--- config.mk ---
export PLATFORM = sky130hd
export DESIGN_NAME = button_event_arbiter
export DESIGN_NICKNAME = d
export VERILOG_FILES = /design/src/rtl/button_event_arbiter_pkg.sv /design/src/rtl/button_event_arbiter_sample_tick_gen.sv /design/src/rtl/button_event_arbiter.sv
export SDC_FILE = /design/constraint.sdc
export NUM_CORES = 1
export LEC_CHECK = 0
export CAP_MARGIN = 15
export CORE_MARGIN = 2
export CORE_UTILIZATION = 38
export CTS_BUF_LIST = sky130_fd_sc_hd__clkbuf_4
export DETAILED_ROUTE_END_ITERATION = 8
export GPL_ROUTABILITY_DRIVEN = 0
export GPL_TIMING_DRIVEN = 0
export SLEW_MARGIN = 20
export SYNTH_ARGS = -nofsm -noshare
export SYNTH_HDL_FRONTEND = slang
export SYNTH_SLANG_ARGS = --single-unit
--- constraint.sdc ---
create_clock -name clk_i -period 2.98 [get_ports clk_i]
set_clock_uncertainty 0.2 [all_clocks]
set_input_delay 0.596 -clock clk_i [delete_from_list [all_inputs] [get_ports clk_i]]
set_output_delay 0.596 -clock clk_i [all_outputs]
set_load 0.005 [all_outputs]
--- src/rtl/button_event_arbiter_pkg.sv ---
`default_nettype none
// ============================================================================
//  Module      : button_event_pkg
//  Description : Shared types and parameter-derived helper constants for the
//                button event arbiter and its sample tick generator.
//                evt_t    - event record {id, rising} as seen by consumers.
//                tick_max - last value of the sample tick counter.
//                tick_w   - width of the sample tick counter.
//                stab_w   - width of a per-channel stability counter.
//                id_w     - width of a channel index.
//  Revision    : 1.0 - initial release
// ============================================================================
package button_event_pkg;

    // Widest channel index supported by the event record.
    localparam int c_ID_W_MAX = 8;

    // rising = 1 for a press (0->1), 0 for a release (1->0).
    typedef struct packed {
        logic [c_ID_W_MAX-1:0] id;
        logic                  rising;
    } evt_t;

    function automatic int tick_max(input int clk_rate, input int sample_rate);
        return (clk_rate / sample_rate) - 1;
    endfunction

    function automatic int tick_w(input int clk_rate, input int sample_rate);
        return $clog2(tick_max(clk_rate, sample_rate) + 1);
    endfunction

    function automatic int stab_w(input int stable_samples);
        return $clog2(stable_samples);
    endfunction

    function automatic int id_w(input int num_buttons);
        return $clog2(num_buttons);
    endfunction

endpackage
`default_nettype wire

--- src/rtl/button_event_arbiter_sample_tick_gen.sv ---
`default_nettype none
// ============================================================================
//  Module      : sample_tick_gen
//  Description : Free-running divider producing a one-cycle tick at
//                SampleRate from a ClkRate clock. The counter runs
//                0..TickMax and tick_o is high while it sits at TickMax.
//  Ports       : clk_i  - clock
//                rst_i  - synchronous active-high reset
//                tick_o - one-cycle sample strobe
//  Revision    : 1.0 - initial release
// ============================================================================
module sample_tick_gen
    import button_event_pkg::*;
#(
    parameter int ClkRate    = 100_000_000,
    parameter int SampleRate = 1_000
) (
    input  logic clk_i,
    input  logic rst_i,
    output logic tick_o
);

    localparam int                  c_TICK_MAX  = tick_max(ClkRate, SampleRate);
    localparam int                  c_TICK_W    = tick_w(ClkRate, SampleRate);
    localparam logic [c_TICK_W-1:0] c_TICK_LAST = c_TICK_W'(c_TICK_MAX);

    logic [c_TICK_W-1:0] r_cnt;
    logic                w_wrap;

    assign w_wrap = (r_cnt == c_TICK_LAST);

    always_ff @(posedge clk_i) begin
        if (rst_i) begin
            r_cnt <= '0;
        end else if (w_wrap) begin
            r_cnt <= '0;
        end else begin
            r_cnt <= r_cnt + 1'b1;
        end
    end

    assign tick_o = w_wrap;

endmodule
`default_nettype wire

--- src/rtl/button_event_arbiter.sv ---
`default_nettype none
// ============================================================================
//  Module      : button_event_arbiter
//  Description : Debounces NumButtons raw switches and serialises their
//                press/release events onto one valid/ready stream through a
//                round-robin arbiter feeding a single output register.
//  Ports       : clk_i       - clock
//                rst_i       - synchronous active-high reset
//                sw_i        - raw asynchronous switch inputs
//                level_o     - debounced level per channel
//                evt_valid_o - event available
//                evt_ready_i - consumer accepts event
//                evt_id_o    - channel index of event
//                evt_edge_o  - 1 = press, 0 = release
//                overflow_o  - sticky: an unconsumed pending event was lost
//                clear_ovf_i - clears overflow_o
//  Revision    : 1.0 - initial release
// ============================================================================
module button_event_arbiter
    import button_event_pkg::*;
#(
    parameter int NumButtons    = 4,
    parameter int ClkRate       = 100_000_000,
    parameter int SampleRate    = 1_000,
    parameter int StableSamples = 8
) (
    input  logic                          clk_i,
    input  logic                          rst_i,
    input  logic [NumButtons-1:0]         sw_i,
    output logic [NumButtons-1:0]         level_o,
    output logic                          evt_valid_o,
    input  logic                          evt_ready_i,
    output logic [$clog2(NumButtons)-1:0] evt_id_o,
    output logic                          evt_edge_o,
    output logic                          overflow_o,
    input  logic                          clear_ovf_i
);

    localparam int                  c_ID_W      = id_w(NumButtons);
    localparam int                  c_STAB_W    = stab_w(StableSamples);
    localparam logic [c_STAB_W-1:0] c_STAB_LAST = c_STAB_W'(StableSamples - 1);
    localparam logic [c_ID_W-1:0]   c_ID_LAST   = c_ID_W'(NumButtons - 1);

    // ------------------------------------------------------------------
    // Two-flop synchroniser; r_sync2 is the only copy the debouncer sees.
    // ------------------------------------------------------------------
    logic [NumButtons-1:0] r_sync1;
    logic [NumButtons-1:0] r_sync2;

    always_ff @(posedge clk_i) begin
        if (rst_i) begin
            r_sync1 <= '0;
            r_sync2 <= '0;
        end else begin
            r_sync1 <= sw_i;
            r_sync2 <= r_sync1;
        end
    end

    logic w_tick;

    sample_tick_gen #(
        .ClkRate    (ClkRate),
        .SampleRate (SampleRate)
    ) u_tick (
        .clk_i  (clk_i),
        .rst_i  (rst_i),
        .tick_o (w_tick)
    );

    // ------------------------------------------------------------------
    // Per-channel debounce and one-deep pending slot
    // ------------------------------------------------------------------
    logic [NumButtons-1:0] w_level;
    logic [NumButtons-1:0] w_pend;
    logic [NumButtons-1:0] w_pend_edge;
    logic [NumButtons-1:0] w_overwrite;
    logic [NumButtons-1:0] w_grant_vec;

    for (genvar gi = 0; gi < NumButtons; gi++) begin : g_chan
        logic                r_level;
        logic [c_STAB_W-1:0] r_stab;
        logic                r_pend;
        logic                r_pend_edge;
        logic                w_accept;

        assign w_accept = w_tick && (r_sync2[gi] != r_level) && (r_stab == c_STAB_LAST);

        always_ff @(posedge clk_i) begin
            if (rst_i) begin
                r_level     <= 1'b0;
                r_stab      <= '0;
                r_pend      <= 1'b0;
                r_pend_edge <= 1'b0;
            end else begin
                if (w_tick) begin
                    if (r_sync2[gi] == r_level) begin
                        r_stab <= '0;
                    end else if (r_stab == c_STAB_LAST) begin
                        r_level <= r_sync2[gi];
                        r_stab  <= '0;
                    end else begin
                        r_stab <= r_stab + 1'b1;
                    end
                end
                // A fresh acceptance outranks a same-cycle grant: the grant
                // has already taken the old edge, the new one stays pending.
                if (w_accept) begin
                    r_pend      <= 1'b1;
                    r_pend_edge <= r_sync2[gi];
                end else if (w_grant_vec[gi]) begin
                    r_pend <= 1'b0;
                end
            end
        end

        assign w_level[gi]     = r_level;
        assign w_pend[gi]      = r_pend;
        assign w_pend_edge[gi] = r_pend_edge;
        assign w_overwrite[gi] = w_accept && r_pend && !w_grant_vec[gi];
    end

    // ------------------------------------------------------------------
    // Round-robin arbiter into the single output register
    // ------------------------------------------------------------------
    logic              r_valid;
    logic [c_ID_W-1:0] r_id;
    logic              r_edge;
    logic [c_ID_W-1:0] r_ptr;
    logic              r_ovf;

    logic              w_load;
    logic              w_found;
    logic [c_ID_W-1:0] w_grant_idx;
    logic              w_grant_edge;
    logic [c_ID_W-1:0] w_next_ptr;
    logic [c_ID_W-1:0] w_try_idx;
    int                w_try;

    // The register can take a new event when empty or emptying this cycle.
    assign w_load = !r_valid || evt_ready_i;

    always_comb begin
        w_found      = 1'b0;
        w_grant_idx  = '0;
        w_grant_edge = 1'b0;
        w_grant_vec  = '0;
        w_try        = 0;
        w_try_idx    = '0;
        for (int k = 0; k < NumButtons; k++) begin
            w_try = int'(r_ptr) + k;
            if (w_try >= NumButtons) begin
                w_try = w_try - NumButtons;
            end
            w_try_idx = c_ID_W'(w_try);
            if (w_load && !w_found && w_pend[w_try_idx]) begin
                w_found                = 1'b1;
                w_grant_idx            = w_try_idx;
                w_grant_edge           = w_pend_edge[w_try_idx];
                w_grant_vec[w_try_idx] = 1'b1;
            end
        end
    end

    assign w_next_ptr = (w_grant_idx == c_ID_LAST) ? '0 : w_grant_idx + 1'b1;

    always_ff @(posedge clk_i) begin
        if (rst_i) begin
            r_valid <= 1'b0;
            r_id    <= '0;
            r_edge  <= 1'b0;
            r_ptr   <= '0;
        end else if (w_load) begin
            if (w_found) begin
                r_valid <= 1'b1;
                r_id    <= w_grant_idx;
                r_edge  <= w_grant_edge;
                r_ptr   <= w_next_ptr;
            end else begin
                r_valid <= 1'b0;
            end
        end
    end

    // Set has priority over clear so a loss in the clearing cycle survives.
    always_ff @(posedge clk_i) begin
        if (rst_i) begin
            r_ovf <= 1'b0;
        end else if (|w_overwrite) begin
            r_ovf <= 1'b1;
        end else if (clear_ovf_i) begin
            r_ovf <= 1'b0;
        end
    end

    assign level_o     = w_level;
    assign evt_valid_o = r_valid;
    assign evt_id_o    = r_id;
    assign evt_edge_o  = r_edge;
    assign overflow_o  = r_ovf;

endmodule
`default_nettype wire
; ---- After elaboration in Yosys (flattened, before gate mapping)
; Cells that the tools add are included.
[word_totals]
ff_bits = 56
latchBits = 0
ramBits = 0
romBits = 0
in_bits = 8
output_inout_bits = 9
wordCells = 182
mem_count = 0
[classes]
n_addsub = 13
n_mul = 0
div = 0
n_lt_le_gt_ge = 12
eq_ne = 14
shifts = 0
muxes = 64
bitwise = 7
n_reduce_logical = 48
[ops]
columns = op, count
row1 = $mux 1, 31
row2 = $logic_and 1x1->1, 27
row3 = $mux 3, 8
row4 = $mux 2, 9
row5 = $add 17x1->17 const B, 1
row6 = $eq 17x17->1 const B, 1
row7 = $bmux 1 s2, 8
row8 = $mux 4, 4
row9 = $add 3x1->3 const B, 4
row10 = $eq 3x3->1 const B, 4
row11 = $lt 2x3->1 const B, 4
row12 = $or 4x4->4, 3
row13 = $reduce_and 3->1, 4
row14 = $reduce_bool 2->1, 5
row15 = $ge 3x3->1 const B, 3
row16 = $demux 1 s2, 4
row17 = $ge 2x1->1 const B, 4
row18 = $logic_not 1->1, 8
row19 = $sub 2x1->2 const B, 4
row20 = $add 2x2->3 const B, 2
row21 = $eq 1x1->1, 4
row22 = $ne 1x1->1, 4
row23 = $not 1->1, 4
row24 = $reduce_or 4->1, 1
row25 = 7 further kinds, 7

; ---- Longest topological paths before layout
[logic_depth]
ltp_word = 22
ltp_mapped = 12
mapped_depth_nobuf = 9

; ---- Modules after synthesis
; From an unflattened synthesis, not the netlist that was laid out.
[unflattened]
hier_cells = 328
hier_area_um2 = 2874.0
[modules_own_cells]
columns = mod, instances, cells_per_inst, area_per_inst_um2, seq_area_each_um2
row1 = button_event_arbiter, 1, 242, 2112.0, 700.7
row2 = sample_tick_gen, 1, 86, 762.0, 340.3

; ---- Worst setup path after synthesis
; No wires, ideal clock.
[synth_path]
path_type = register -> register
startpoint = register with a tool-made name
endpoint = register r_ovf, in the netlist overflow_o
setup_ns = 0.074
arrival_time_ns = 2.707
t_required_ns = 2.706
path_slack_ns = -0.001
path_stages_with_launch = 12
n_path_buf = 3
synth_period_minus_slack_ns = 2.981
cell_sequence = dfxtp_1 -> buf_6 -> buf_12 -> inv_1 -> ha_1 -> buf_6 -> mux2_1 -> a31oi_4 -> nor3_4 -> a221o_1 -> or3_1 -> a31oi_1
[synth_lines]
columns = element, line_no
row1 = "end signal, assigned", button_event_arbiter.sv:188  ; r_ovf <= 1'b0;
row2 = "end signal, assigned", button_event_arbiter.sv:190  ; r_ovf <= 1'b1;
row3 = "end signal, assigned", button_event_arbiter.sv:192  ; r_ovf <= 1'b0;
row4 = "end, declared", button_event_arbiter.sv:130  ; logic r_ovf;

==> impl_metrics.tcl <==
set metrics [dict create \
    status "finished clean" \
    p_per_area_nw_per_um2 323.6 \
    first_global_vias 2349 \
    intPower_w 0.0008691 \
    synth_top_cell_area_share 0.3704 \
    cts_hold_buf 0 \
    end_kind "register" \
    fp.dieW_um 93.25 \
    core-area_um2 7727 \
    hold_ws_ps 257.0 \
    finalCriticalPeriod_ps 2920 \
    final_util 0.4576 \
    dpl.cell_count 450 \
    grt_max_degree 19 \
    hold_viol 0 \
    clock_latency_ps 380 \
    vias 2480 \
    grt_usage 0.1591 \
    syn_nets 357 \
    worst_slack_ps 59.58 \
    place.port_buffers 16 \
    remaining_drc_errors 0 \
    wl_um 6392 \
    async_reset_ff_frac 0 \
    setup_violations 0 \
    cts_sinks 56 \
    synth_ff_type "dfxtp_1" \
    fp-row-count 32 \
    htreeDepth 2 \
    clkSlewWorstSetupHoldPaths_ps 170 \
    antenna_cells 0 \
    maxSlewHeadroom 0.5838 \
    syn_area_um2 3027 \
    initial_core_util 0.3917 \
    comb_power_share 0.036 \
    cp-start-kind "register" \
    synth_top_cells_by_area "dfxtp_1 37%, ha_1 7.0%, a21oi_1 5.0%" \
    ir_worst_vdd_v 0.0001741 \
    syn_to_final_growth_pct 16.83 \
    max_slew.worst_pin.slew_ps 619.6 \
    firstDrtPassIters 4 \
    cts_tree "done" \
    finalPower_w 0.001144 \
    postRouteAntennaNets 0 \
    yosys_register_bits 56 \
    instances_no_fill 475 \
    leakagePower_nw 1.335 \
    yosysSeqAreaShare 0.3704 \
    place_ws_ps -298.2 \
    drtIter0Drc 135 \
    period_share 0.9800 \
    finish.net_count 397 \
    synth_top_area_cell "dfxtp_1" \
    p_sw_w 0.0002752 \
    cts_root_buf "clkbuf_4" \
    clockBufferDepth 2 \
    hold_class "reg2reg" \
    clkPwrFrac 0.299 \
    yosysWarningCount 0 \
    overflow 0 \
    die_h_um 93.25 \
    numCtsBuffers 5 \
    ioPinCount 17 \
    antenna_found_initial 0 \
    wl_per_cell_um 13.46 \
    crit_arrival_ps 3040 \
    crit_required_ps 3100 \
    grt_pass1_wl_um 11230 \
    p_seq_frac 0.665 \
    sw_frac_of_total 0.2405 \
    synth_edf_count 0 \
    synth_cell_types 61 \
    maxSlewViolCount 0 \
    hpwl_um 4510 \
    crit_fanout 5 \
    syn_avg_cell_area_um2 9.116 \
    avgViaCountPerCell 5.221 \
    critical_path_class "reg2reg" \
    max_freq_mhz 342.4 \
    drv_cap 0 \
    synthCells 332 \
    dieArea_um2 8695 \
    drive_above_1_share 0.1716 \
]
==> sequential cells by signal, indices dropped and copies added, names as in the netlist, named ones only <==
signal / cells
evt_id_o: 2
r_sync2: 4
r_ptr: 1
g_chan.r_level: 4
evt_valid_o: 1
evt_edge_o: 1
overflow_o: 1
r_sync1: 4
g_chan.r_pend: 4
u_tick.r_cnt: 17
g_chan.r_pend_edge: 4
g_chan.r_stab: 12
==> cells in the final DEF (no fill, tap or decap), types with 5 or more instances in the layout <==
master and n:
a21oi_1 30, buf_4 24, clkbuf_4 5, clkdlybuf4s50_1 16
dfxtp_1 54, ha_1 17, mux2i_1 6, mux4_2 5
nand2_1 37, nand3_1 30, nand4_1 5, nor2_1 33
nor2b_1 10, xor2_1 15
==> final timing paths <==
| check | start | to | slack, ps | cells after the start |
|---|---|---|---|---|
| setup reg to reg | register | overflow_o$_SDFFE_PP0P_ | 60 | 10 |
| setup / recovery | register | overflow_o$_SDFFE_PP0P_ | 60 | 10 |
| hold reg to reg | r_sync1[1]$_SDFF_PP0_ | r_sync2[1]$_SDFF_PP0_ | 260 | 1 |
| hold / removal | r_sync1[1]$_SDFF_PP0_ | r_sync2[1]$_SDFF_PP0_ | 260 | 1 |
==> cell families (layout without fill, tap and decap cells) <==
logic type                 count (synthesis)  count (layout)  synth area share
and+or+nand+nor                          144             144            0.2472
AOI/OAI and AO/OA                         56              56            0.1211
DFF                                       56              56            0.3704
buffers and inverters                     24              65           0.06076
xor gates and xnor gates                  19              19           0.05498
adders and majority gates                 17              17           0.07028
muxes                                     16              16           0.07524
==> per-layer routing <==
metal / global-route usage / part of all wire / vias to the layer above
met5: 0 / 0 / -
met2: 0.2566 / 0.45 / 76
met1: 0.2190 / 0.46 / 1140
met4: 0.05147 / 0.020 / 0
met3: 0.02337 / 0.063 / 12
li1: - / - / 1252
==> stage by stage <==
step | setup TNS, ps | instance area [um2]
global placement | -489.2 | 3316
global route | -12.32 | 3536
detailed placement | -393.6 | 3316
finish | 0 | 3536
floorplan | 0 | 3028
CTS | 0 | 3456
==> layout make-up <==
cell class	instances	area, um2
Inverter	5	26.28
Timing Repair Buffer	35	302.8
Tap cell	102	127.6
Fill cell	748	4192
Multi-Input combinational cell	252	1749
Clock buffer	5	37.54
Clock inverter	3	21.27
Sequential cell	56	1129
Buffer	17	142.6
==> cell usage after synthesis (7+ instances only) <==
library cell	instances
nand3_1	30
nor2b_1	10
ha_1	17
xor2_1	15
a21oi_1	30
nand2_1	37
nor2_1	33
dfxtp_1	56
mux2i_1	7
==> critical path, stage by stage (launching register included) <==
cell	delay (ps)
dfxtp_4	430
buf_12	110
clkinvlp_4	80
ha_1	300
buf_6	140
mux2_4	320
a31oi_4	230
nor3_4	80
a221o_1	400
or3_1	370
a31oi_2	190
==> what timing repair did <==
item                       CTS  global route
setup endpoints to repair    4             3
setup buffers                8            11
pin swaps                    4             5
hold endpoints to repair     0             0
resized for setup            8             4
==> power by group through the flow <==
stage	logic (W)	registers (W)	clock network [W]
finish	0.0000407	0.000761	0.000342
global route	0.0000466	0.000764	0.000384
CTS	0.0000415	0.000762	0.000361
detailed placement	0.0000414	0.000779	0
global placement	0.0000413	0.000779	0
floorplan	0.0000240	0.000778	0
Power figures use the tool's default switching activity.
